**config.mk**
```make
export PLATFORM = sky130hd
export DESIGN_NAME = pll_rst_seq
export DESIGN_NICKNAME = d
export VERILOG_FILES = /design/src/rtl/pll_rst_seq_pkg.sv /design/src/rtl/pll_rst_seq_sync2.sv /design/src/rtl/pll_rst_seq.sv
export SDC_FILE = /design/constraint.sdc
export NUM_CORES = 1
export LEC_CHECK = 0
export ABC_AREA = 1
export CORE_UTILIZATION = 56
export CTS_BUF_LIST = sky130_fd_sc_hd__clkbuf_4 sky130_fd_sc_hd__clkbuf_8
export CTS_CLUSTER_SIZE = 10
export DETAILED_ROUTE_END_ITERATION = 6
export GPL_TIMING_DRIVEN = 0
export PLACE_DENSITY = 0.85
export SYNTH_ARGS = -nofsm -noshare
export SYNTH_HDL_FRONTEND = slang
export SYNTH_HIERARCHICAL = 1
export SYNTH_SLANG_ARGS = --single-unit
```
**constraint.sdc**
```tcl
create_clock -name CLK -period 1.95 [get_ports CLK]
set_clock_uncertainty 0.2 [all_clocks]
set_input_delay 0.2925 -clock CLK [delete_from_list [all_inputs] [get_ports CLK]]
set_output_delay 0.2925 -clock CLK [all_outputs]
set_load 0.02 [all_outputs]
```
**src/rtl/pll_rst_seq_pkg.sv**
```systemverilog
// Shared types for the PLL power-up / lock-supervision sequencer.
package pll_seq_pkg;

    typedef enum logic [2:0] {
        ST_OFF       = 3'd0,
        ST_PLL_RST   = 3'd1,
        ST_WAIT_LOCK = 3'd2,
        ST_STAGE     = 3'd3,
        ST_RUN       = 3'd4,
        ST_FAULT     = 3'd5
    } state_t;

    localparam int RETRY_W = 4;
    localparam logic [RETRY_W-1:0] RETRY_MAX = '1;

endpackage

```
**src/rtl/pll_rst_seq_sync2.sv**
```systemverilog
// Two-flop synchronizer bringing the asynchronous PLL lock into the system clock domain.
module sync2 (
    input  logic clk,
    input  logic rst,
    input  logic d,
    output logic q
);

    logic meta;

    always_ff @(posedge clk) begin
        if (rst) begin
            meta <= 1'b0;
            q    <= 1'b0;
        end else begin
            meta <= d;
            q    <= meta;
        end
    end

endmodule

```
**src/rtl/pll_rst_seq.sv**
```systemverilog
// PLL bring-up sequencer: reset pulse, lock qualification with retry, staged divider
// reset release, loss-of-lock teardown and a sticky fault after repeated failures.
module pll_rst_seq
    import pll_seq_pkg::*;
#(
    parameter int RST_PULSE   = 4,
    parameter int LOCK_WAIT   = 4096,
    parameter int LOCK_STABLE = 64,
    parameter int STAGE_GAP   = 256,
    parameter int NSTAGE      = 3,
    parameter int MAX_RETRY   = 3
) (
    input  logic               CLK,
    input  logic               RST,
    input  logic               LOCK,
    output logic               PLL_EN,
    output logic               PLL_RESETN,
    output logic               CLKOUT_EN,
    output logic [NSTAGE-1:0]  STAGE_NRST,
    output logic               READY,
    output logic               FAULT,
    output logic [RETRY_W-1:0] RETRY_CNT
);

    // The pulse and timeout phases never overlap, so they share one counter.
    localparam int CNT_MAX = (LOCK_WAIT > RST_PULSE) ? LOCK_WAIT : RST_PULSE;
    localparam int CNT_W   = $clog2(CNT_MAX) + 1;
    localparam int STB_W   = $clog2(LOCK_STABLE) + 1;
    localparam int GAP_W   = $clog2(STAGE_GAP) + 1;
    localparam int FAIL_W  = $clog2(MAX_RETRY) + 1;

    localparam logic [CNT_W-1:0]  PULSE_LAST = CNT_W'(RST_PULSE - 1);
    localparam logic [CNT_W-1:0]  WAIT_T     = CNT_W'(LOCK_WAIT);
    localparam logic [STB_W-1:0]  STABLE_T   = STB_W'(LOCK_STABLE);
    localparam logic [GAP_W-1:0]  GAP_T      = GAP_W'(STAGE_GAP);
    localparam logic [FAIL_W-1:0] FAIL_T     = FAIL_W'(MAX_RETRY);

    state_t              state, state_nxt;
    logic [CNT_W-1:0]    cnt, cnt_nxt;
    logic [STB_W-1:0]    stable, stable_nxt;
    logic [GAP_W-1:0]    gap, gap_nxt;
    logic [FAIL_W-1:0]   fail_cnt, fail_nxt;
    logic [NSTAGE-1:0]   stage_nxt;
    logic                retry_inc;
    logic                lock_s;

    logic                en_d, rstn_d, ck_d, ready_d, fault_d;
    logic [NSTAGE-1:0]   nrst_d;

    sync2 u_lock_sync (
        .clk (CLK),
        .rst (RST),
        .d   (LOCK),
        .q   (lock_s)
    );

    // State, counters and every output are registered here.
    always_ff @(posedge CLK) begin
        if (RST) begin
            state      <= ST_OFF;
            cnt        <= '0;
            stable     <= '0;
            gap        <= '0;
            fail_cnt   <= '0;
            RETRY_CNT  <= '0;
            PLL_EN     <= 1'b0;
            PLL_RESETN <= 1'b0;
            CLKOUT_EN  <= 1'b0;
            STAGE_NRST <= '0;
            READY      <= 1'b0;
            FAULT      <= 1'b0;
        end else begin
            state      <= state_nxt;
            cnt        <= cnt_nxt;
            stable     <= stable_nxt;
            gap        <= gap_nxt;
            fail_cnt   <= fail_nxt;
            if (retry_inc && RETRY_CNT != RETRY_MAX)
                RETRY_CNT <= RETRY_CNT + 1'b1;
            PLL_EN     <= en_d;
            PLL_RESETN <= rstn_d;
            CLKOUT_EN  <= ck_d;
            STAGE_NRST <= nrst_d;
            READY      <= ready_d;
            FAULT      <= fault_d;
        end
    end

    always_comb begin
        state_nxt  = state;
        cnt_nxt    = cnt;
        stable_nxt = stable;
        gap_nxt    = gap;
        fail_nxt   = fail_cnt;
        stage_nxt  = '0;
        retry_inc  = 1'b0;
        case (state)
            ST_OFF: begin
                state_nxt = ST_PLL_RST;
                cnt_nxt   = '0;
            end
            ST_PLL_RST: begin
                if (cnt == PULSE_LAST) begin
                    state_nxt  = ST_WAIT_LOCK;
                    cnt_nxt    = '0;
                    stable_nxt = '0;
                end else begin
                    cnt_nxt = cnt + 1'b1;
                end
            end
            ST_WAIT_LOCK: begin
                cnt_nxt    = cnt + 1'b1;
                stable_nxt = lock_s ? stable + 1'b1 : '0;
                // Lock qualification is checked first so it wins a tie with the timeout.
                if (stable_nxt == STABLE_T) begin
                    state_nxt = ST_STAGE;
                    gap_nxt   = '0;
                end else if (cnt_nxt == WAIT_T) begin
                    retry_inc = 1'b1;
                    fail_nxt  = fail_cnt + 1'b1;
                    cnt_nxt   = '0;
                    stable_nxt = '0;
                    state_nxt = (fail_nxt == FAIL_T) ? ST_FAULT : ST_PLL_RST;
                end
            end
            ST_STAGE: begin
                if (!lock_s) begin
                    state_nxt = ST_PLL_RST;
                    cnt_nxt   = '0;
                    retry_inc = 1'b1;
                end else begin
                    gap_nxt   = gap + 1'b1;
                    stage_nxt = STAGE_NRST;
                    if (gap_nxt == GAP_T) begin
                        gap_nxt   = '0;
                        stage_nxt = NSTAGE'({STAGE_NRST, 1'b1});
                        if (stage_nxt[NSTAGE-1]) begin
                            state_nxt = ST_RUN;
                            fail_nxt  = '0;
                        end
                    end
                end
            end
            ST_RUN: begin
                if (!lock_s) begin
                    state_nxt = ST_PLL_RST;
                    cnt_nxt   = '0;
                    retry_inc = 1'b1;
                end else begin
                    stage_nxt = '1;
                end
            end
            ST_FAULT: state_nxt = ST_FAULT;
            default:  state_nxt = ST_OFF;
        endcase
    end

    // Output values are decoded from the next state so they land in flops with the state.
    always_comb begin
        en_d    = 1'b0;
        rstn_d  = 1'b0;
        ck_d    = 1'b0;
        ready_d = 1'b0;
        fault_d = 1'b0;
        nrst_d  = '0;
        case (state_nxt)
            ST_PLL_RST: en_d = 1'b1;
            ST_WAIT_LOCK: begin
                en_d   = 1'b1;
                rstn_d = 1'b1;
            end
            ST_STAGE: begin
                en_d   = 1'b1;
                rstn_d = 1'b1;
                ck_d   = 1'b1;
                nrst_d = stage_nxt;
            end
            ST_RUN: begin
                en_d    = 1'b1;
                rstn_d  = 1'b1;
                ck_d    = 1'b1;
                nrst_d  = '1;
                ready_d = 1'b1;
            end
            ST_FAULT: fault_d = 1'b1;
            default: ;
        endcase
    end

endmodule

```
==> Implementation_results.wiki, run 1 <==
{| class="wikitable"
! Metric !! Value
|-
| Status || finished with violations
|-
| Failing checks || setup timing
|-
| Die outline height || 72.7 um
|-
| Achievable Freq || 421 MHz
|-
| Endpoints failing hold || 0
|-
| I/O pin total || 15
|-
| Category of the most critical setup path || register to register
|-
| Via/cell ratio || 5.72
|-
| Count of nets after finishing || 491
|-
| Length in cells of the worst reg-to-reg path || 11
|-
| CP arrival || 2.38 ns
|-
| Worst IR Drop VDD || 0.619 mV
|-
| Number of library cell types mapped by synthesis || 31
|-
| Cell Area, Synth || 2800 sq um
|-
| Share of the synthesized area in the top cell type || 35.0%
|-
| Final-report max-slew violation count || 0
|-
| Inserted Clock Buffers || 5
|-
| Setup WS pre-CTS || -0.317 ns
|-
| Gr usage total || 29.0%
|-
| Diodes inserted || 0
|-
| Clock Path Buffers || 2
|-
| Clock insertion delay at the later pin of the skew report || 0.32 ns
|-
| Detail Route Antenna Nets || 0
|-
| Post-synth EDFFs || 0
|-
| TritonCTS clock tree || built
|-
| Post-synthesis async set-or-reset flop share || 0%
|-
| Final cell count without fillers || 550
|-
| Top flip-flop cell by instance count after synthesis || dfxtp_1
|-
| Endpoints failing setup || 44
|-
| Maximum Capacitance Violations || 0
|-
| Total detailed-routing wirelength || 8750 um
|-
| Largest fanout on the critical path || 10
|-
| Area taken by flip-flops and latches || 1020 sq um
|-
| Relative max-transition margin || 57.2%
|-
| Area of the die || 5290 sq um
|-
| Width of the die || 72.7 um
|-
| Clock-pin slew of the registers on the worst-case setup and hold paths || 0.10 ns
|-
| Worst path setup slack after routing || -0.426 ns
|-
| Share of the cycle needed by the critical path after routing || 122%
|-
| Via count of the first global-routing pass || 2791
|-
| Lkg Pwr || 1.49 nW
|-
| Placed cell count || 514
|-
| Overall overflow remaining after global route || 0
|-
| Final weighted congestion of routability-driven global placement || 0.899
|-
| Syn-to-layout area delta || 35.4%
|-
| Post-route design area || 3790 sq um
|-
| Initial core utilization || 58.9%
|-
| Pin count of the biggest net entering global routing || 16
|-
| Root buf cell || clkbuf_8
|-
| Violation count after the first detailed-route iteration || 202
|-
| RSZ-0062 raised after global routing || yes
|-
| Depth of the CTS H-tree || 2
|-
| Worst Tran Pin Value || 0.642 ns
|-
| Wire length per cell || 15.9 um
|-
| First-pass GRT wire length || 12100 um
|-
| Number of vias in the routed layout || 3147
|-
| Placeable core region || 4750 sq um
|-
| Multi-input gate area || 1880 sq um
|-
| Worst EP required || 1.95 ns
|-
| Number of cell rows || 25
|-
| Count of synthesis-stage warnings from yosys || 6
|-
| Post-synth top area cell || dfxtp_1
|-
| Initial antenna violation count || 0
|-
| Sequential element share of the synthesized area || 35.0%
|-
| Hold Path Depth || 2
|-
| Pwr Density || 502 nW/um^2
|-
| Class of the most critical hold timing path || register to register
|-
| Clk sinks || 49
|-
| Detailed-placement wirelength estimate || 4710 um
|-
| Number of iterations in the first detailed-routing pass || 5
|-
| Layout cell share with drive strength beyond 1 || 30.4%
|-
| Category of the worst setup path capture point || register
|-
| Shortest clock period the worst path allows after layout || 2.38 ns
|-
| Post-Place Cell Area || 3120 sq um
|-
| Fillcell total || 313
|-
| CP Launch Type || register
|-
| Net Count, Synth || 442
|-
| Cells after Synth || 433
|-
| Biggest area contributors in the synthesized netlist || dfxtp_1 (35%), nand2_1 (17%), inv_1 (7.5%), nand3_1 (6.1%), nor2_1 (6.0%)
|-
| Number of register bits inferred by synthesis || 49
|-
| Port bufs || 14
|-
| Detailed-route DRC error count || 0
|-
| Per-instance average area after synthesis || 6.47 sq um
|}
[worst max-delay path, stage by stage, from the launching register on]
cell      delay, ns
dfxtp_1        0.34
clkbuf_4       0.20
inv_4          0.14
o21ai_0        0.09
nor2_1         0.11
nand2_1        0.07
nor2_2         0.18
nand3_2        0.18
nand2_2        0.17
buf_4          0.14
o21ai_0        0.15
a21oi_1        0.28
[where the power goes]
part	total, mW	internal [mW]	switching (mW)
Sequential	1.01	0.998	0.00778
Clock	0.790	0.418	0.372
Combinational	0.107	0.0345	0.0722
[cells in the final DEF, fill, tap and decap left out, types with 5 or more instances in the layout]
cell type,n
clkdlybuf4s50_1,14
nand2_4,7
nor2_2,10
clkbuf_8,6
nand3_1,25
buf_4,23
o21ai_0,6
a31oi_1,5
dfxtp_4,9
nand4_1,11
a211oi_2,5
nor2_1,29
inv_1,51
o21ai_1,6
a21oi_2,8
nor2_4,15
inv_4,6
nand3_2,9
dfxtp_2,8
nand2_2,17
nand2_1,107
a21oi_1,26
dfxtp_1,32
[kinds of logic after synthesis]
kind of cell / synth area share (%)
simple gates: 38.4
buf+inv: 9.47
compound gates: 12.6
flops: 35.0
xor+xnor: 1.88
fa+ha+maj: 2.68
[sequential cells by signal, indices dropped and copies added, names as in the netlist, 3 cells and up]
signal,count
RETRY_CNT,4
fail_cnt,3
cnt,13
STAGE_NRST,3
state,3
gap,9
stable,7
[metrics by stage]
stage | power, mW | util (%) | setup TNS (ns) | hold slack [ns]
2_1_floorplan | 1.09 | - | -0.0946 | 0.164
3_3_place_gp | 1.12 | 65.7 | -7.80 | 0.193
3_5_place_dp | 1.12 | 65.7 | -10.02 | 0.210
4_1_cts | 1.89 | 74.1 | -3.49 | 0.223
5_1_grt | 1.95 | 79.8 | -12.69 | 0.247
6_report | 1.90 | 79.8 | -7.57 | 0.240
[cell type report]
| type | count | share of cell area [%] |
|---|---|---|
| Sequential cell | 49 | 27.0 |
| Clock inverter | 2 | 0.989 |
| Inverter | 61 | 6.43 |
| Buffer | 7 | 1.32 |
| Tap cell | 67 | 2.21 |
| Timing Repair Buffer | 42 | 10.3 |
| Multi-Input combinational cell | 316 | 49.5 |
| Clock buffer | 6 | 2.18 |
[path summary, 6_finish.rpt]
check	start	endpoint	slack, ns
worst max-delay path	u_lock_sync/q	gap[1]	-0.43
worst max register to register	u_lock_sync/q	gap[1]	-0.43
worst min register to register	u_lock_sync/meta	u_lock_sync/q	0.24
worst min-delay path	u_lock_sync/meta	u_lock_sync/q	0.24
[cells in the mapped netlist, types with 2 or more instances]
library cell  number
ha_1               6
nor2_1            45
a211oi_1           6
xor2_1             3
dfxtp_1           49
inv_2              5
o22ai_1            2
nor3_1             4
nand3b_1           2
nand3_2            2
o21ai_1            3
or2_1              2
nand4_1           11
nand3_1           34
xnor2_1            3
nand2_2            5
inv_1             56
a31oi_1            5
a21oi_1           32
nand2_1          125
buf_2              2
a21oi_2            2
o21ai_0           11
nor2_2             4
clkbuf_1           4
nor2_4             5
[per-layer routing]
layer  routed length (um)  up-vias  global-route usage (%)
met5                    0        -                       0
met4                  365        0                    13.3
met3                  541       38                    4.14
met2                 4440      157                    51.0
met1                 3400     1455                    35.0
li1                     -     1497                       -
[repair_timing]
action / CTS / global route
gates cloned: 0 / 2
hold buffers: 0 / 0
hold endpoints to repair: 0 / 0
endpoints found under the setup margin: 46 / 47
pin swaps: 17 / 14
buffers inserted: 18 / 8
gates resized for setup: 45 / 62
Note: power is estimated with default switching activity, not from simulation.
==> run 2, diff against run 1 <==
--- a/config.mk
+++ b/config.mk
@@ -6,6 +6,7 @@
 export NUM_CORES = 1
 export LEC_CHECK = 0
 export ABC_AREA = 1
+export CORE_MARGIN = 5
 export CORE_UTILIZATION = 56
 export CTS_BUF_LIST = sky130_fd_sc_hd__clkbuf_4 sky130_fd_sc_hd__clkbuf_8
 export CTS_CLUSTER_SIZE = 10
==> run 2 against run 1 <==
The flow still finishes with violations (setup timing). First-iteration DRC count increased by 110%. Combinational power increased by 16%. Total power increased by 1.1%. Via count increased by 12%. Register-to-register slack got worse by 0.12 ns. Non-clock buffer count increased by 11. Die area increased by 23%. Worst setup slack got worse by 0.12 ns. Utilization increased by 6.2 points. Critical endpoint is now PLL_EN. Highest routed layer unchanged.
==> Implementation_results.wiki, run 2 (synthesized netlist as in run 1, its figures left out) <==
{| class="wikitable"
! Metric !! Value
|-
| Status || finished with violations
|-
| Failing checks || setup timing
|-
| I/O pin total || 15
|-
| Achievable Freq || 401 MHz
|-
| Worst flop-to-flop path endpoint || PLL_EN
|-
| Critical-path top delay cell || dfxtp_4
|-
| Most frequent standard cell in the layout excluding fill and tap cells || nand2_1
|-
| Worst IR Drop VDD || 0.531 mV
|-
| Crit path cell chain || ha_4 > buf_4 > nand3_1 > nor2_1 > nand2_1 > inv_1 > nor2_1 > nor2_1 > nand2_1 > inv_1 > nand2_2 > nor2_4 > nand2_1 > nand2_1 > a21oi_1
|-
| Detailed-route DRC error count || 0
|-
| Post-Place Cell Area || 3120 sq um
|-
| Share of the cycle needed by the critical path after routing || 128%
|-
| WP depth || 15
|-
| Most frequent cells in the layout || nand2_1 (93), inv_1 (44), dfxtp_1 (31), nand2_2 (28), buf_4 (28)
|-
| Depth of the CTS H-tree || 2
|-
| Lkg Pwr || 1.57 nW
|-
| Start of the worst register-to-register path || cnt[1]
|-
| Via count of the first global-routing pass || 2954
|-
| RSZ-0062 raised after global routing || yes
|-
| Pin count of the biggest net entering global routing || 17
|-
| Shortest clock period the worst path allows after layout || 2.50 ns
|-
| Detail Route Antenna Nets || 0
|-
| Initial antenna violation count || 0
|-
| Peak per-stage delay on the critical path || 0.39 ns
|-
| Largest register by flop count || cnt
|-
| Syn-to-layout area delta || 46.9%
|-
| First-pass GRT wire length || 13200 um
|-
| Detailed-placement wirelength estimate || 4670 um
|-
| Relative max-transition margin || 52.3%
|-
| Root buf cell || clkbuf_8
|-
| Length in cells of the worst reg-to-reg path || 15
|-
| Port bufs || 14
|-
| Pwr Density || 467 nW/um^2
|-
| Violation count after the first detailed-route iteration || 415
|-
| Total detailed-routing wirelength || 11100 um
|-
| Diodes inserted || 0
|-
| Number of cell rows || 25
|-
| Endpoints failing setup || 43
|-
| Clk sinks || 49
|-
| Die outline height || 80.7 um
|-
| Fillcell total || 228
|-
| Largest fanout on the critical path || 4
|-
| Count of nets after finishing || 502
|-
| Placed cell count || 514
|-
| Area of the die || 6520 sq um
|-
| Setup slack on the worst flop-to-flop path || -0.55 ns
|-
| Final cell count without fillers || 561
|-
| Placeable core region || 4790 sq um
|-
| Number of iterations in the first detailed-routing pass || 7
|-
| Initial core utilization || 58.5%
|-
| Number of vias in the routed layout || 3533
|-
| Hold bufs inserted after CTS || 0
|-
| Gr usage total || 25.8%
|-
| Top cell by count, worst path || nand2_1
|-
| Hold Path Depth || 2
|-
| Final weighted congestion of routability-driven global placement || 0.869
|-
| Worst Tran Pin Value || 0.715 ns
|-
| CP arrival || 2.48 ns
|-
| Clock-pin slew of the registers on the worst-case setup and hold paths || 0.11 ns
|-
| Class of the most critical hold timing path || register to register
|-
| CP Launch Type || register
|-
| End point of the worst hold path || u_lock_sync/q
|-
| Inserted Clock Buffers || 5
|-
| Start point of the worst min-delay path || u_lock_sync/meta
|-
| Largest registers ranked by flip-flop count || cnt (13), gap (9), stable (7)
|-
| Maximum Capacitance Violations || 0
|-
| Category of the most critical setup path || register to register
|-
| Final standard cell utilization of the core || 86.0%
|-
| Category of the worst setup path capture point || register
|-
| Final-report max-slew violation count || 0
|-
| Delay-heaviest family, CP || simple AND/OR/NAND/NOR gates
|-
| Setup WS pre-CTS || -0.332 ns
|-
| Clock Path Buffers || 2
|-
| TritonCTS clock tree || built
|-
| Worst path setup slack after routing || -0.546 ns
|-
| Number of flip-flops under the largest register name || 13
|-
| Endpoints failing hold || 0
|-
| Wire length per cell || 19.7 um
|-
| Buffers plus inverters on the worst setup path || 3
|-
| Via/cell ratio || 6.30
|-
| Layout cell share with drive strength beyond 1 || 40.5%
|-
| Overall overflow remaining after global route || 0
|-
| Width of the die || 80.7 um
|-
| Worst EP required || 1.93 ns
|-
| Clock insertion delay at the later pin of the skew report || 0.32 ns
|-
| Post-route design area || 4120 sq um
|}
-- run 2: layer usage --
| metal | track usage (%) | up-vias | share of wire, % |
|---|---|---|---|
| met1 | 28.8 | 1624 | 34 |
| met4 | 12.5 | 0 | 7.5 |
| met2 | 46.9 | 296 | 48 |
| met3 | 4.88 | 97 | 10 |
| li1 | - | 1516 | - |
| met5 | 0 | - | 0 |
-- run 2: layout make-up --
cell class,instances,area [sq um],area share (%)
Sequential cell,49,1020,24.9
Multi-Input combinational cell,316,2100,51.1
Inverter,61,251,6.11
Buffer,7,47.5,1.16
Clock buffer,5,68.8,1.67
Tap cell,67,83.8,2.04
Clock inverter,3,46.3,1.12
Timing Repair Buffer,53,490,11.9
-- run 2: how the worst max path moves through the flow --
| stage | startpoint | endpoint |
|---|---|---|
| global placement | RST | RETRY_CNT[3] |
| detailed placement | stable[0] | gap[7] |
| CTS | cnt[0] | fail_cnt[1] |
| finish | cnt[1] | PLL_EN |
| floorplan | cnt[1] | cnt[0] |
| global route | gap[2] | PLL_EN |
-- run 2: power breakdown --
group | switching [mW] | leakage (nW) | internal, mW
clock | 0.405 | 0.0543 | 0.385
combinational | 0.0906 | 1.11 | 0.0336
sequential | 0.00884 | 0.407 | 1.00
total | 0.504 | 1.57 | 1.42
-- run 2: repair_timing --
item | CTS | global route
gates resized for setup | 67 | 107
pin swaps | 19 | 38
cloned | 1 | 1
endpoints found under the hold margin | 0 | 0
setup buffers | 24 | 13
endpoints found under the setup margin | 46 | 47
-- run 2: metrics by stage --
| step | TNS, ns | hold WS [ns] | power (mW) |
|---|---|---|---|
| 6_report | -9.90 | 0.248 | 1.92 |
| 5_1_grt | -13.84 | 0.271 | 1.96 |
| 4_1_cts | -2.66 | 0.223 | 1.87 |
| 3_5_place_dp | -10.09 | 0.207 | 1.12 |
| 3_3_place_gp | -8.43 | 0.192 | 1.12 |
| 2_1_floorplan | -0.0946 | 0.164 | 1.09 |
-- run 2: tightest hold or removal path, stage by stage, from the launching register on --
cell and delay (ns):
dfxtp_1 0.32, inv_1 0.04, nor2_1 0.05
